===== config.mk =====
export PLATFORM = sky130hd
export DESIGN_NAME = bmd_256_latency_calc
export DESIGN_NICKNAME = d
export VERILOG_FILES = /design/src/rtl/bmd_256_latency_calc.sv
export SDC_FILE = /design/constraint.sdc
export NUM_CORES = 1
export LEC_CHECK = 0
export ABC_AREA = 0
export BUFFER_PORTS_ARGS = -buffer_cell sky130_fd_sc_hd__buf_2
export CAP_MARGIN = 20
export CORE_UTILIZATION = 55
export DETAILED_ROUTE_END_ITERATION = 10
export PLACE_DENSITY_LB_ADDON = 0.15
export SETUP_SLACK_MARGIN = 0.5
export SKIP_CTS_REPAIR_TIMING = 1
export SYNTH_ARGS = -nofsm -noshare
export SYNTH_HDL_FRONTEND = slang
export SYNTH_SLANG_ARGS = --single-unit

===== constraint.sdc =====
create_clock -name clk -period 6.84 [get_ports clk]
set_input_delay 0.684 -clock clk [delete_from_list [all_inputs] [get_ports clk]]
set_output_delay 0.684 -clock clk [all_outputs]
set_load 0.02 [all_outputs]

===== src/rtl/bmd_256_latency_calc.sv =====
// Echo-latency calculator: looks up the start timestamp of each echoed tag in the
// timestamp BRAM, subtracts it from the arrival time, and keeps count/min/max/sum.
module bmd_256_latency_calc #(
  parameter int CNT_WIDTH  = 38,
  parameter int ADDR_WIDTH = 13,
  parameter int SUM_WIDTH  = 64,
  parameter int RD_LATENCY = 2
) (
  input  logic                  clk,
  input  logic                  rst,
  input  logic                  clear,
  input  logic [CNT_WIDTH-1:0]  latency_counter,
  input  logic                  rx_echo_valid,
  input  logic [ADDR_WIDTH-1:0] rx_echo_tag,
  output logic                  rx_echo_ready,
  output logic                  bram_reb,
  output logic [ADDR_WIDTH-1:0] bram_rd_addr,
  input  logic [CNT_WIDTH-1:0]  bram_rd_data,
  output logic                  lat_valid,
  output logic [CNT_WIDTH-1:0]  lat_value,
  output logic [31:0]           stat_count,
  output logic [CNT_WIDTH-1:0]  stat_min,
  output logic [CNT_WIDTH-1:0]  stat_max,
  output logic [SUM_WIDTH-1:0]  stat_sum,
  output logic                  seq_err
);

  localparam int WAIT_W = $clog2(RD_LATENCY) + 1;
  localparam logic [WAIT_W-1:0] WAIT_LAST = WAIT_W'(RD_LATENCY - 2);

  typedef enum logic [2:0] {IDLE, READ, WAIT, CALC, DONE} state_t;

  state_t                r_state;
  state_t                w_state_next;
  logic [WAIT_W-1:0]     r_wait_cnt;
  logic [ADDR_WIDTH-1:0] r_rd_addr;
  logic [CNT_WIDTH-1:0]  r_arrival;
  logic [CNT_WIDTH-1:0]  r_lat_value;
  logic [31:0]           r_count;
  logic [CNT_WIDTH-1:0]  r_min;
  logic [CNT_WIDTH-1:0]  r_max;
  logic [SUM_WIDTH-1:0]  r_sum;
  logic [ADDR_WIDTH-1:0] r_exp_tag;
  logic                  r_seq_err;

  logic                  w_accept;
  logic [CNT_WIDTH-1:0]  w_lat;
  logic [SUM_WIDTH:0]    w_sum_full;

  assign rx_echo_ready = (r_state == IDLE) && !clear && !rst;
  assign w_accept      = rx_echo_ready && rx_echo_valid;
  // Modular subtraction keeps the result correct across a counter wrap.
  assign w_lat         = r_arrival - bram_rd_data;
  assign w_sum_full    = {1'b0, r_sum} + {{(SUM_WIDTH - CNT_WIDTH + 1){1'b0}}, w_lat};

  always_comb begin
    w_state_next = r_state;
    case (r_state)
      IDLE: if (w_accept) w_state_next = READ;
      READ: w_state_next = (RD_LATENCY == 1) ? CALC : WAIT;
      WAIT: if (r_wait_cnt == WAIT_LAST) w_state_next = CALC;
      CALC: w_state_next = DONE;
      DONE: w_state_next = IDLE;
      default: w_state_next = IDLE;
    endcase
    if (clear) w_state_next = IDLE;
  end

  always_ff @(posedge clk) begin
    if (rst) r_state <= IDLE;
    else     r_state <= w_state_next;
  end

  always_ff @(posedge clk) begin
    if (rst) begin
      r_wait_cnt  <= '0;
      r_rd_addr   <= '0;
      r_arrival   <= '0;
      r_lat_value <= '0;
      r_count     <= '0;
      r_min       <= '1;
      r_max       <= '0;
      r_sum       <= '0;
      r_exp_tag   <= '0;
      r_seq_err   <= 1'b0;
    end else if (clear) begin
      r_count   <= '0;
      r_min     <= '1;
      r_max     <= '0;
      r_sum     <= '0;
      r_exp_tag <= '0;
      r_seq_err <= 1'b0;
    end else begin
      if (w_accept) begin
        r_rd_addr <= rx_echo_tag;
        r_arrival <= latency_counter;
        r_exp_tag <= rx_echo_tag + ADDR_WIDTH'(1);
        if (rx_echo_tag != r_exp_tag) r_seq_err <= 1'b1;
      end
      if (r_state == READ) r_wait_cnt <= '0;
      if (r_state == WAIT) r_wait_cnt <= r_wait_cnt + WAIT_W'(1);
      // Statistics land on the edge into DONE so they are visible with lat_valid.
      if (r_state == CALC) begin
        r_lat_value <= w_lat;
        if (r_count != '1) r_count <= r_count + 32'd1;
        r_sum <= w_sum_full[SUM_WIDTH] ? '1 : w_sum_full[SUM_WIDTH-1:0];
        if (w_lat < r_min) r_min <= w_lat;
        if (w_lat > r_max) r_max <= w_lat;
      end
    end
  end

  assign bram_reb     = (r_state == READ);
  assign bram_rd_addr = r_rd_addr;
  assign lat_valid    = (r_state == DONE);
  assign lat_value    = r_lat_value;
  assign stat_count   = r_count;
  assign stat_min     = r_min;
  assign stat_max     = r_max;
  assign stat_sum     = r_sum;
  assign seq_err      = r_seq_err;

endmodule

==> results list <==
* Result of the run: finished, final reports clean
- Each instance of the synthesized netlist takes up on average 7.86 um^2.
* Detailed-router iteration count before antenna repair: 5
- Max IR drop VDD: 0.194 mV
- Worst-case clock buffer depth: 3
* Hold violation count in the final report: 0
* Sequential element share of the synthesized area: 33.1%
- At the worst endpoint, the required time is 7.23 ns.
* Final number of max-transition violations: 0
* Remaining DRCs: 0
- Kind of end point of the critical path: register
- Vias per cell: 5.80
- In this run, synthesis inferred 0 flip-flops with an integrated enable.
* Vias in the first global route: 15.3k
- The worst hold path terminates at r_arrival[30].
- Final design instance area without fill: 0.0200 mm^2
* Floorplan core area: 0.0300 mm^2
- Multi-input gate area: 0.0104 mm^2
- The library cell used most frequently in the layout, excluding fill and tap cells, is buf_2.
- Setup repair after global routing left no endpoint under its margin.
- The floorplan step defined a die boundary enclosing 0.0315 mm^2.
* Transition time at the pin with the least slew margin: 1.01 ns
- Counting cells, the worst reg-to-reg path comes to 23.
- Port buffering added 319 buffers.
* Highest attainable clock frequency: 168 MHz
- In this run, the number of DRC markers left after iteration 0 of detailed routing was 1299.
- FP Rows: 63
* Count of state elements after synthesis: 280
* Clock transition time at the flip-flop clock pins of the worst setup and hold paths: 0.06 ns
* Gr usage total: 30.6%
* HP Class: primary input to register
- Power dissipated by switching net loads: 1.08 mW
- Sequential cells account for 40.7% of the total power.
- FF/Latch Area: 0.00561 mm^2
* Startpoint of the most critical hold path: latency_counter[30]
* Total clock buffers created by CTS: 35
- Number of distinct library cells after synthesis: 84
- Final layout net count: 2683
- Cell area after technology mapping: 0.0169 mm^2
* Wire per inst: 17.6 um
* Ratio of cells with drive above 1 in the final layout: 17.9%
* Post-place instance area: 0.0188 mm^2
- The die is 177 um wide.
- The initial utilization of the core area, before any placement, comes to 56.5%.
- Counting flops with an async set or reset pin after synthesis yields a share of 0%.
- Power spread over the standard cell area amounts to 203 mW/mm^2.
- Number of filler cells placed in the layout: 2683
- Floorplan die height: 177 um
- Headroom to the max-slew limit came out at 32.2%.
* Antenna violations before repair: 0
* Proportion of total power due to net switching: 26.7%
* Post-detailed-placement half-perimeter wirelength: 37.5 mm
- Between clock sinks in the finished design, the worst skew comes to 0.0150 ns.
- Entering global routing, the biggest net connects 99 pins.
- Post-detailed-routing wire length: 50.0 mm
* Number of max-capacitance violations reported: 0
- Net count of the mapped netlist: 2400
* Fin worst setup slack: 0.905 ns
- STA classifies the critical path startpoint as a register.
* Ant. Diodes: 0
- In this run the clock root is driven by a clkbuf_16.
* Post-placement setup slack: 0.631 ns
- The critical path is of the register to register type.
- Warnings from Yosys: 0
- Summing over every cut layer, the via total after detailed routing is 16.5k.
- Internal power: 2.98 mW
- Most frequently used flop master after synthesis: dfxtp_1
- The finished layout holds 2847 standard cells, fillers aside.
* Layout-stage area growth over the synthesis result: 18.1%
- Boundary Pins: 320
- Post-layout power: 4.07 mW
- Timing startpoint of the critical path: r_arrival[0]
- TritonCTS built the clock tree.
* Total number of clock tree sinks: 280
- Largest fanout of any net on the critical path: 22
- Post-layout minimum cycle time: 5.94 ns
- Leakage power figure: 9.14 nW
* RD Place Congestion: 0.950
- The number of placed instances, taps included, is 2788.
* Setup TNS after final layout: 0 ns
- GRT overflow: 0
- At the worst endpoint, the arrival time is 6.32 ns.
- Setup violations remaining at the end of the flow were counted as 0.
- The worst path uses 86.8% of the clock period.
* Logic pwr share: 13.9%
* Clock latency on the worst-skew pair: 0.52 ns
- Highest-count cells in the layout ignoring fill and taps: 318 x buf_2, 280 x dfxtp_1, 278 x nand2_1
- Flop2flop setup slack: 0.90 ns
- The worst hold path passes through 3 cells.
- The endpoint identified for the worst register-to-register timing path is stat_sum[28].
- In the synthesized netlist, the number of instances is 2152.
- The first global-routing pass estimated 77.3 mm of wire.
* Startpoint of the most critical register-to-register path: r_arrival[0]
- Number of nets with antenna violations after detailed routing: 0
* Clock share of power: 45.5%
* H-tree depth: 2
[worst max-delay path: stages (launching register included)]
cell and delay (ns):
dfxtp_1 0.31, inv_1 0.06, ha_1 0.16, inv_1 0.06, fa_1 0.42, a211oi_1 0.38
o21ai_1 0.19, a31o_2 0.31, a31oi_2 0.30, o31a_4 0.23, a21oi_4 0.07, a41oi_1 0.26
xor2_1 0.39, inv_1 0.18, ha_1 0.39, and3_1 0.26, and2_1 0.17, a221o_1 0.31
a211oi_1 0.23, a21boi_4 0.32, a21oi_4 0.13, a21oi_2 0.27, buf_4 0.30, a21oi_1 0.11
[per-layer routing]
metal	vias up	global-route usage (%)	wire length, um
met5	-	0	0
met1	7673	41.6	22300
met2	607	49.1	22300
met3	93	4.84	3770
li1	8146	-	-
met4	0	10.3	1610
[power by group through the flow]
stage               Combinational (mW)  Clock, mW  Sequential (mW)
floorplan                        0.373          0             1.69
global placement                 0.541          0             1.69
detailed placement               0.550          0             1.69
CTS                              0.555       1.87             1.65
global route                     0.621       1.94             1.65
finish                           0.565       1.85             1.65
[how the worst max path moves through the flow]
stage,end,slack (ns),cells after the start
2_1_floorplan,stat_sum[10],1.54,23
3_3_place_gp,stat_sum[15],0.74,23
3_5_place_dp,stat_min[36],0.63,23
4_1_cts,stat_min[36],1.05,23
5_1_grt,stat_sum[27],0.51,23
6_report,stat_sum[28],0.90,23
[stage by stage]
step	utilization, %	hold slack, ns
6_report	66.8	0.410
5_1_grt	66.8	0.409
4_1_cts	66.8	0.394
3_5_place_dp	62.9	0.444
3_3_place_gp	62.9	0.439
2_1_floorplan	-	0.436
[Yosys cell counts, drive strengths merged, types with 47 or more instances]
cell	n	area, um^2
ha	153	1910
inv	146	548
a21o	47	355
clkbuf	79	297
dfxtp	280	5610
xnor2	58	516
a21oi	269	1390
o21ai	111	559
xor2	71	629
nand3	58	290
nor2	183	687
nand2	281	1060
[sequential cells by signal, summed over array words and instances, names as in the netlist, 13 cells and up]
signal / cells
stat_sum: 64
lat_value: 38
r_arrival: 38
stat_max: 38
stat_min: 38
stat_count: 32
bram_rd_addr: 13
r_exp_tag: 13
[layout make-up]
| type | count | share of cell area, % |
|---|---|---|
| timing repair buffer | 345 | 9.04 |
| inverter | 146 | 2.74 |
| tap | 390 | 2.44 |
| sequential | 280 | 28.0 |
| clock inverter | 9 | 0.526 |
| clock buffer | 50 | 5.23 |
| multi-input combinational | 1627 | 52.0 |
[logic make-up after synthesis]
kind of cell / Yosys count / share of synthesized area, %
AO/OA/AOI/OAI: 623 / 23.2
XOR/XNOR: 129 / 6.76
adder cells (fa/ha/maj): 155 / 11.5
buffers and inverters: 245 / 5.63
flip-flops: 280 / 33.1
multiplexers: 7 / 0.421
AND/OR/NAND/NOR: 713 / 19.3
No activity file was read; power rests on OpenSTA's default activity.
